==> src/rtl/light_driver.sv <==
// light_driver: traffic-light lamp driver. Runs a lamp test after reset, inserts
// an all-off gap between light codes, dims each colour lamp with a fixed PWM
// duty and sequences the walk lamp (steady, then flashing) from an external
// blink timebase.
module light_driver #(
  parameter int C_DUTY_RED    = 255,
  parameter int C_DUTY_GREEN  = 255,
  parameter int C_DUTY_YELLOW = 255,
  parameter int C_TEST        = 4,
  parameter int C_BLANK       = 1000,
  parameter int C_WALK_STEADY = 50
) (
  input  logic       clk,
  input  logic       rstb,
  input  logic       blink,
  input  logic [1:0] inLight,
  output logic       outRed,
  output logic       outYellow,
  output logic       outGreen,
  output logic       outWalk,
  output logic       outDontWalk,
  output logic       outChange
);

  typedef enum logic [1:0] {S_TEST, S_RUN, S_BLANK} state_t;

  localparam logic [7:0]  DUTY_R      = 8'(C_DUTY_RED);
  localparam logic [7:0]  DUTY_G      = 8'(C_DUTY_GREEN);
  localparam logic [7:0]  DUTY_Y      = 8'(C_DUTY_YELLOW);
  localparam logic [7:0]  TEST_LAST   = 8'(C_TEST - 1);
  localparam logic [15:0] BLANK_LAST  = 16'(C_BLANK - 1);
  localparam logic [7:0]  WALK_STEADY = 8'(C_WALK_STEADY);

  // Light codes
  localparam logic [1:0] CODE_RED    = 2'b00;
  localparam logic [1:0] CODE_GREEN  = 2'b01;
  localparam logic [1:0] CODE_YELLOW = 2'b10;
  localparam logic [1:0] CODE_WALK   = 2'b11;

  state_t      state_q, state_d;
  logic        blink_s1_q, blink_s1_d;
  logic        blink_s2_q, blink_s2_d;
  logic        blink_s3_q, blink_s3_d;
  logic [1:0]  code_q, code_d;        // registered inLight
  logic [1:0]  active_q, active_d;    // code currently being displayed
  logic [7:0]  pwm_q, pwm_d;
  logic [7:0]  test_q, test_d;
  logic [15:0] blank_q, blank_d;
  logic [7:0]  walk_cnt_q, walk_cnt_d;
  logic        flash_q, flash_d;
  logic        out_red_q, out_red_d;
  logic        out_yellow_q, out_yellow_d;
  logic        out_green_q, out_green_d;
  logic        out_walk_q, out_walk_d;
  logic        out_dwalk_q, out_dwalk_d;
  logic        out_change_q, out_change_d;

  logic        blink_evt;
  logic        en_red, en_green, en_yellow;

  assign blink_evt = blink_s2_q & ~blink_s3_q;
  assign en_red    = pwm_q < DUTY_R;
  assign en_green  = pwm_q < DUTY_G;
  assign en_yellow = pwm_q < DUTY_Y;

  // Next-state: synchronizer, PWM counter, FSM with blanking and walk sequencer
  always_comb begin
    blink_s1_d   = blink;
    blink_s2_d   = blink_s1_q;
    blink_s3_d   = blink_s2_q;
    code_d       = inLight;
    pwm_d        = pwm_q + 8'd1;
    state_d      = state_q;
    active_d     = active_q;
    test_d       = test_q;
    blank_d      = blank_q;
    walk_cnt_d   = walk_cnt_q;
    flash_d      = flash_q;
    out_change_d = 1'b0;
    case (state_q)
      S_TEST: begin
        // Code changes are ignored here; RUN picks up any difference later.
        if (blink_evt) begin
          if (test_q == TEST_LAST) begin
            state_d = S_RUN;
            test_d  = 8'd0;
          end else begin
            test_d = test_q + 8'd1;
          end
        end
      end
      S_RUN, S_BLANK: begin
        if (code_q != active_q) begin
          // A load also reinitialises the walk sequencer, so a coincident
          // blink event is deliberately dropped.
          state_d      = S_BLANK;
          active_d     = code_q;
          blank_d      = 16'd0;
          walk_cnt_d   = 8'd0;
          flash_d      = 1'b1;
          out_change_d = 1'b1;
        end else if (state_q == S_BLANK) begin
          if (blank_q == BLANK_LAST) state_d = S_RUN;
          else                       blank_d = blank_q + 16'd1;
        end else if (blink_evt && active_q == CODE_WALK) begin
          if (walk_cnt_q < WALK_STEADY) walk_cnt_d = walk_cnt_q + 8'd1;
          else                          flash_d    = ~flash_q;
        end
      end
      default: state_d = S_TEST;
    endcase
  end

  // Lamp decode from the upcoming state so lamps line up with state changes
  always_comb begin
    out_red_d    = 1'b0;
    out_yellow_d = 1'b0;
    out_green_d  = 1'b0;
    out_walk_d   = 1'b0;
    out_dwalk_d  = 1'b0;
    case (state_d)
      S_TEST: begin
        out_red_d    = 1'b1;
        out_yellow_d = 1'b1;
        out_green_d  = 1'b1;
        out_walk_d   = 1'b1;
        out_dwalk_d  = 1'b1;
      end
      S_RUN: begin
        case (active_d)
          CODE_RED: begin
            out_red_d   = en_red;
            out_dwalk_d = 1'b1;
          end
          CODE_GREEN: begin
            out_green_d = en_green;
            out_dwalk_d = 1'b1;
          end
          CODE_YELLOW: begin
            out_yellow_d = en_yellow;
            out_dwalk_d  = 1'b1;
          end
          default: begin
            out_red_d  = en_red;
            out_walk_d = (walk_cnt_d < WALK_STEADY) ? 1'b1 : flash_d;
          end
        endcase
      end
      default: ;
    endcase
  end

  // State and output registers with synchronous active-low reset
  always_ff @(posedge clk) begin
    if (!rstb) begin
      state_q      <= S_TEST;
      blink_s1_q   <= 1'b0;
      blink_s2_q   <= 1'b0;
      blink_s3_q   <= 1'b0;
      code_q       <= 2'b00;
      active_q     <= 2'b00;
      pwm_q        <= 8'd0;
      test_q       <= 8'd0;
      blank_q      <= 16'd0;
      walk_cnt_q   <= 8'd0;
      flash_q      <= 1'b1;
      out_red_q    <= 1'b0;
      out_yellow_q <= 1'b0;
      out_green_q  <= 1'b0;
      out_walk_q   <= 1'b0;
      out_dwalk_q  <= 1'b0;
      out_change_q <= 1'b0;
    end else begin
      state_q      <= state_d;
      blink_s1_q   <= blink_s1_d;
      blink_s2_q   <= blink_s2_d;
      blink_s3_q   <= blink_s3_d;
      code_q       <= code_d;
      active_q     <= active_d;
      pwm_q        <= pwm_d;
      test_q       <= test_d;
      blank_q      <= blank_d;
      walk_cnt_q   <= walk_cnt_d;
      flash_q      <= flash_d;
      out_red_q    <= out_red_d;
      out_yellow_q <= out_yellow_d;
      out_green_q  <= out_green_d;
      out_walk_q   <= out_walk_d;
      out_dwalk_q  <= out_dwalk_d;
      out_change_q <= out_change_d;
    end
  end

  assign outRed      = out_red_q;
  assign outYellow   = out_yellow_q;
  assign outGreen    = out_green_q;
  assign outWalk     = out_walk_q;
  assign outDontWalk = out_dwalk_q;
  assign outChange   = out_change_q;

endmodule

==> config.mk <==
export PLATFORM = sky130hd
export DESIGN_NAME = light_driver
export DESIGN_NICKNAME = d
export VERILOG_FILES = /design/src/rtl/light_driver.sv
export SDC_FILE = /design/constraint.sdc
export NUM_CORES = 1
export LEC_CHECK = 0
export ABC_AREA = 1
export CAP_MARGIN = 25
export CORE_MARGIN = 4
export CORE_UTILIZATION = 40
export DETAILED_ROUTE_END_ITERATION = 6
export PLACE_DENSITY = 0.65
export SLEW_MARGIN = 20
export SYNTH_ARGS = -nofsm -noshare
export SYNTH_HDL_FRONTEND = slang
export SYNTH_SLANG_ARGS = --single-unit
==> constraint.sdc <==
create_clock -name clk -period 2.5 [get_ports clk]
set_input_delay 0.375 -clock clk [delete_from_list [all_inputs] [get_ports clk]]
set_output_delay 0.375 -clock clk [all_outputs]
set_load 0.1 [all_outputs]
==> results by group, run 1 <==
Setup path
  • CP endpoint kind: register
  • CP peak stage delay: 0.48 ns
  • WP data required: 2.71 ns
  • Worst path bufs/invs: 3
  • CP Class: reg -> reg
  • Crit-path most repeated cell: inv_1
  • Worst-path cell chain: inv_1 > ha_1 > inv_1 > or2_2 > o21ai_0 > inv_1 > ha_1 > a21oi_1 > nor2_1
  • Data arrival, critical path: 2.36 ns
  • CP max stage cell: ha_1
  • Worst-path maximum fanout: 9
  • Top delay family on crit path: adder cells
  • Crit start category: register

Die
  • # IOs: 11
  • Initial Util: 41.07%
  • CORE AREA: 0.006756 mm^2
  • Die width: 91.30 um
  • Die area: 0.008335 mm^2
  • Die height: 91.30 um
  • FP Rows: 30

Yosys
  • #FFs+latches synth: 56
  • Synth area leaders: dfxtp_1 (40%), nand2_1 (9.7%), nor2_1 (7.2%)
  • Synth warnings: 0
  • Share of the synthesized area in the top cell type: 40.40%
  • Post-synthesis sequential area ratio: 40.40%
  • Post-synth EDFFs: 0
  • Most used DFF post-synth: dfxtp_1
  • Cell variety after synth: 36
  • Cell accounting for the most synthesized area: dfxtp_1
  • Syn nets: 393
  • Cells after synthesis: 378
  • Synth async-reset ratio: 0%
  • Cell Area, Synth: 0.002775 mm^2
  • Mean post-synth cell area: 7.342 um^2

Power
  • Pint: 1.228 mW
  • Gate power share: 5.9%
  • Clk pwr share: 36.6%
  • Sequential fraction of design power: 57.5%
  • Switching portion of total power: 22.59%
  • Peak VDD IR: 225.8 uV
  • Cell Pwr Density: 519.5 mW/mm^2
  • Total power: 1.586 mW
  • Switching pwr: 358.3 uW
  • Static Leakage: 1.247 nW

Clock network
  • Clk slew on worst S/H paths: 0.09 ns
  • Postcts setup bufs: 0
  • H-Tree Depth: 2
  • CTS buffer count: 5
  • Clock root buffer: clkbuf_8
  • Clk sinks: 56
  • CTS tree: done
  • Hold-fix buffers, CTS: 0
  • Post-CTS sizing: 0
  • Clock Path Buffers: 2
  • Later-pin clock latency in the skew report: 0.31 ns

Placed design
  • Pre-CTS setup slack: 0.3605 ns
  • Detailed placer's ending HPWL: 3.835 mm
  • Gpl congestion: 0.7961
  • Port buffer count: 10

STA
  • Worst Skew: 0.008716 ns
  • Final worst slack: 0.3501 ns
  • Fin Setup TNS: 0 ns
  • Max Slew Vio Count: 0
  • Post-layout minimum cycle time: 2.150 ns
  • Final setup vio count: 0
  • Fmax: 465.1 MHz
  • RSZ-0062 raised after global routing: no
  • Final worst-path cycle share: 86.00%
  • Final hold vios: 0
  • Final hold slack: 0.4188 ns
  • Rel. slew slack: 74.05%
  • Slew @ Worst Pin: 0.3888 ns

Global routing
  • First-pass GRT wire length: 9.397 mm
  • Largest net degree at the start of global routing: 25
  • Global Route Usage Sum: 13.39%
  • Layer with the highest usage: met2
  • Initial antenna violation count: 0
  • Congestion Overflow GR: 0
  • Number of global-route vias before repair: 2,187
  • GR Util met1: 17.39%
  • GRT met2 Usage: 22.13%
  • GRT met3 Usage: 2.734%

Finish
  • Commonest non-fill, non-tap cell in the layout: nand2_1
  • Fill count: 706
  • Area of the multi-input gates: 0.001420 mm^2
  • Share of post-route cells with drive strength above 1: 11.96%
  • Antenna Cells: 0
  • FF/Latch Area: 0.001121 mm^2
  • Area growth from synthesis to layout: 10.01%
  • Most frequent cells in the layout: nand2_1 (72), dfxtp_1 (56), nor2_1 (53), inv_1 (47), nand3_1 (22)
  • Final net count: 407

Run status
  • Status: finished clean

Min path
  • Worst Hold Class: reg -> reg

Drt
  • Vias: 2,294
  • DRC: 0
  • Drt initial violations: 94
  • DRT Pass-1 Iters: 4
  • Total Wirelength: 5.168 mm
  • Post-route ant nets: 0
  • DR WL/cell: 10.93 um
  • Via density: 4.850

Job
  • Max-Cap Viols: 0
## registers in the layout, summed over array words and instances (netlist names), 2 cells and up
register	flops
active_q	2
blank_q	16
code_q	2
pwm_q	8
state_q	2
test_q	8
walk_cnt_q	8
## kinds of logic (layout without fill, tap and decap cells)
logic type               after synthesis  in the layout  share of synthesized area [%]
adder cells (fa/ha/maj)               10             10                          4.509
AND/OR/NAND/NOR                      201            201                          34.94
flip-flops                            56             56                          40.40
buffers and inverters                 58             73                          8.431
AO/OA/AOI/OAI                         45             45                          9.198
XOR/XNOR                               8              8                          2.525
## cell usage after synthesis (3+ instances only)
cell / n
nor4_1: 6
nand4_1: 8
nor3_1: 11
inv_1: 47
nor2_1: 53
ha_1: 10
dfxtp_1: 56
or2_2: 3
inv_2: 5
nand2_4: 4
o21ai_0: 14
nand2_1: 72
a21oi_1: 21
xnor2_1: 7
nand3_1: 22
nor2_4: 3
nor2_2: 3
nor3b_1: 3
clkbuf_1: 3
nand2_2: 5
## final timing paths
check                    end  depth (start not counted)  slack, ns  startpoint
hold reg to reg   blink_s2_q                          2       0.42  blink_s1_q
setup / recovery      outRed                          9       0.35  state_q[1]
hold / removal    blink_s2_q                          2       0.42  blink_s1_q
setup reg to reg      outRed                          9       0.35  state_q[1]
## layer usage
metal / vias up / part of all wire, %
met1: 1018 / 51
met2: 24 / 46
met5: - / 0
li1: 1245 / -
met4: 0 / 0.97
met3: 7 / 2.8
## layout make-up
class	instances	area share, %
Tap cell	80	3.279
Inverter	53	6.680
Sequential cell	56	36.72
Timing Repair Buffer	12	3.279
Clock inverter	2	1.148
Clock buffer	6	2.377
Multi-Input combinational cell	264	46.52
## power groups by stage
stage          clock (mW)  sequential [mW]  combinational, mW
2_1_floorplan           0            0.964             0.0351
3_3_place_gp            0            0.933             0.0936
3_5_place_dp            0            0.933             0.0948
4_1_cts             0.603            0.913             0.0950
5_1_grt             0.631            0.914              0.103
6_report            0.580            0.912             0.0940
## stage by stage
stage / util [%] / cell area [um^2] / std cells
6_report: 45.19 / 3053 / 473
4_1_cts: 45.19 / 3053 / 473
3_3_place_gp: 43.59 / 2945 / 465
3_5_place_dp: 43.59 / 2945 / 465
5_1_grt: 45.19 / 3053 / 473
2_1_floorplan: - / 2775 / 378
## worst min-delay path, stage by stage, from the launching register on
cell and delay (ns):
dfxtp_1 0.32, nand2_1 0.04, inv_1 0.04
Power figures use the tool's default switching activity.
==> run 2: changes to the inputs <==
--- a/config.mk
+++ b/config.mk
@@ -13,3 +13,2 @@
 export PLACE_DENSITY = 0.65
-export SLEW_MARGIN = 20
 export SYNTH_ARGS = -nofsm -noshare
==> constraint.sdc (replaced) <==
create_clock -name clk -period 2.5 [get_ports clk]
set_input_delay 0.25 -clock clk [delete_from_list [all_inputs] [get_ports clk]]
set_output_delay 0.25 -clock clk [all_outputs]
set_load 0.1 [all_outputs]
==> results by group, run 2 (synthesized netlist as in run 1, its figures left out) <==
STA
  • Final worst slack: 0.3574 ns
  • Worst Skew: 0.006525 ns
  • Slew @ Worst Pin: 0.4322 ns
  • Fin Setup TNS: 0 ns
  • Final setup vio count: 0
  • Final worst-path cycle share: 85.70%
  • Post-layout minimum cycle time: 2.143 ns
  • Max Slew Vio Count: 0
  • RSZ-0062 raised after global routing: no
  • Fmax: 466.7 MHz
  • Final hold vios: 0
  • Rel. slew slack: 71.16%

Global routing
  • GRT met2 Usage: 23.11%
  • Largest net degree at the start of global routing: 25
  • Layer with the highest usage: met2
  • Initial antenna violation count: 0
  • GRT met3 Usage: 2.734%
  • GR Util met1: 17.76%
  • Congestion Overflow GR: 0
  • First-pass GRT wire length: 9.584 mm
  • Number of global-route vias before repair: 2,225
  • Global Route Usage Sum: 13.82%

Finish
  • Antenna Cells: 0
  • Share of post-route cells with drive strength above 1: 12.21%
  • Non-filler cells, final: 473
  • Max FFs per register: 16
  • Post-route cell area: 0.003057 mm^2
  • Reg with most FFs: blank_q
  • Area growth from synthesis to layout: 10.14%
  • Fill count: 700
  • Commonest non-fill, non-tap cell in the layout: nand2_1
  • Final net count: 407
  • Most frequent cells in the layout: nand2_1 (72), dfxtp_1 (56), nor2_1 (53), inv_1 (47), nand3_1 (22)

Setup path
  • Worst-path maximum fanout: 9
  • CP endpoint kind: register
  • Crit start category: register
  • CP peak stage delay: 0.49 ns
  • CP Class: reg -> reg
  • Data arrival, critical path: 2.36 ns
  • Worst path bufs/invs: 3
  • Top delay family on crit path: adder cells
  • CP max stage cell: ha_1
  • WP data required: 2.71 ns
  • Worst-path cell chain: inv_1 > ha_1 > inv_1 > or2_2 > o21ai_0 > inv_1 > ha_1 > a21oi_1 > nor2_1
  • Crit-path most repeated cell: inv_1

Drt
  • DRT Pass-1 Iters: 4
  • DR WL/cell: 11.14 um
  • Post-route ant nets: 0
  • Vias: 2,269
  • DRC: 0
  • Via density: 4.797
  • Total Wirelength: 5.267 mm
  • Drt initial violations: 109

Power
  • Peak VDD IR: 271.0 uV
  • Static Leakage: 1.246 nW
  • Cell Pwr Density: 523.3 mW/mm^2

Run status
  • Status: finished clean

Clock network
  • Clk slew on worst S/H paths: 0.10 ns
  • Post-CTS sizing: 0
  • CTS buffer count: 5
  • H-Tree Depth: 2
  • Postcts setup bufs: 0
  • Clock Path Buffers: 2
  • Clk sinks: 56
  • Clock root buffer: clkbuf_8
  • Hold-fix buffers, CTS: 0
  • CTS tree: done
  • Later-pin clock latency in the skew report: 0.31 ns

Die
  • FP Rows: 30
  • Die height: 91.30 um
  • Die area: 0.008335 mm^2
  • # IOs: 11
  • Die width: 91.30 um
  • CORE AREA: 0.006756 mm^2
  • Initial Util: 41.07%

Placed design
  • Gpl congestion: 0.8070
  • Cell Area, Placed: 0.002945 mm^2
  • Detailed placer's ending HPWL: 3.850 mm
  • Pre-CTS setup slack: 0.3696 ns
  • Placed insts: 465
  • Port buffer count: 10

Job
  • Max-Cap Viols: 0

Min path
  • Worst Hold Class: reg -> reg
## run 2: worst paths after layout
| path | startpoint | endpoint | slack (ns) | depth (start not counted) |
|---|---|---|---|---|
| setup / recovery | state_q[0] | outRed | 0.36 | 9 |
| hold / removal | blink_s1_q | blink_s2_q | 0.42 | 2 |
| setup reg to reg | state_q[0] | outRed | 0.36 | 9 |
| hold reg to reg | blink_s1_q | blink_s2_q | 0.42 | 2 |
## run 2: tightest hold or removal path, cell delays in order (launching register included)
cell and delay (ns):
dfxtp_1 0.32, nand2_1 0.05, inv_1 0.04
## run 2: routing by layer
metal,part of all wire [%],routed length (um)
met1,51,2703
met2,45,2369
met3,2.2,114
met4,1.5,79
met5,0,0
## run 2: power breakdown
group | total, mW | switching [mW] | internal (mW) | leakage, nW
Sequential | 0.912 | 0.00693 | 0.905 | 0.455
Combinational | 0.0947 | 0.0697 | 0.0251 | 0.737
Clock | 0.593 | 0.296 | 0.297 | 0.0541
Total | 1.60 | 0.373 | 1.23 | 1.25
## run 2: final cells by class
class	count	area [um^2]	area share, %
multi-input cells	264	1420	46.46
clock inverters	3	42.54	1.392
well taps	80	100.1	3.275
flip-flops and latches	56	1121	36.68
inverters	53	203.9	6.672
repair buffers	12	100.1	3.275
clock buffers	5	68.82	2.251
## run 2: metrics by stage
step / utilization [%] / power (mW) / hold WS, ns
finish: 45.24 / 1.600 / 0.4212
global route: 45.24 / 1.668 / 0.4465
CTS: 45.24 / 1.624 / 0.4270
detailed placement: 43.59 / 1.028 / 0.4042
global placement: 43.59 / 1.027 / 0.3943
floorplan: - / 0.9992 / 0.3476
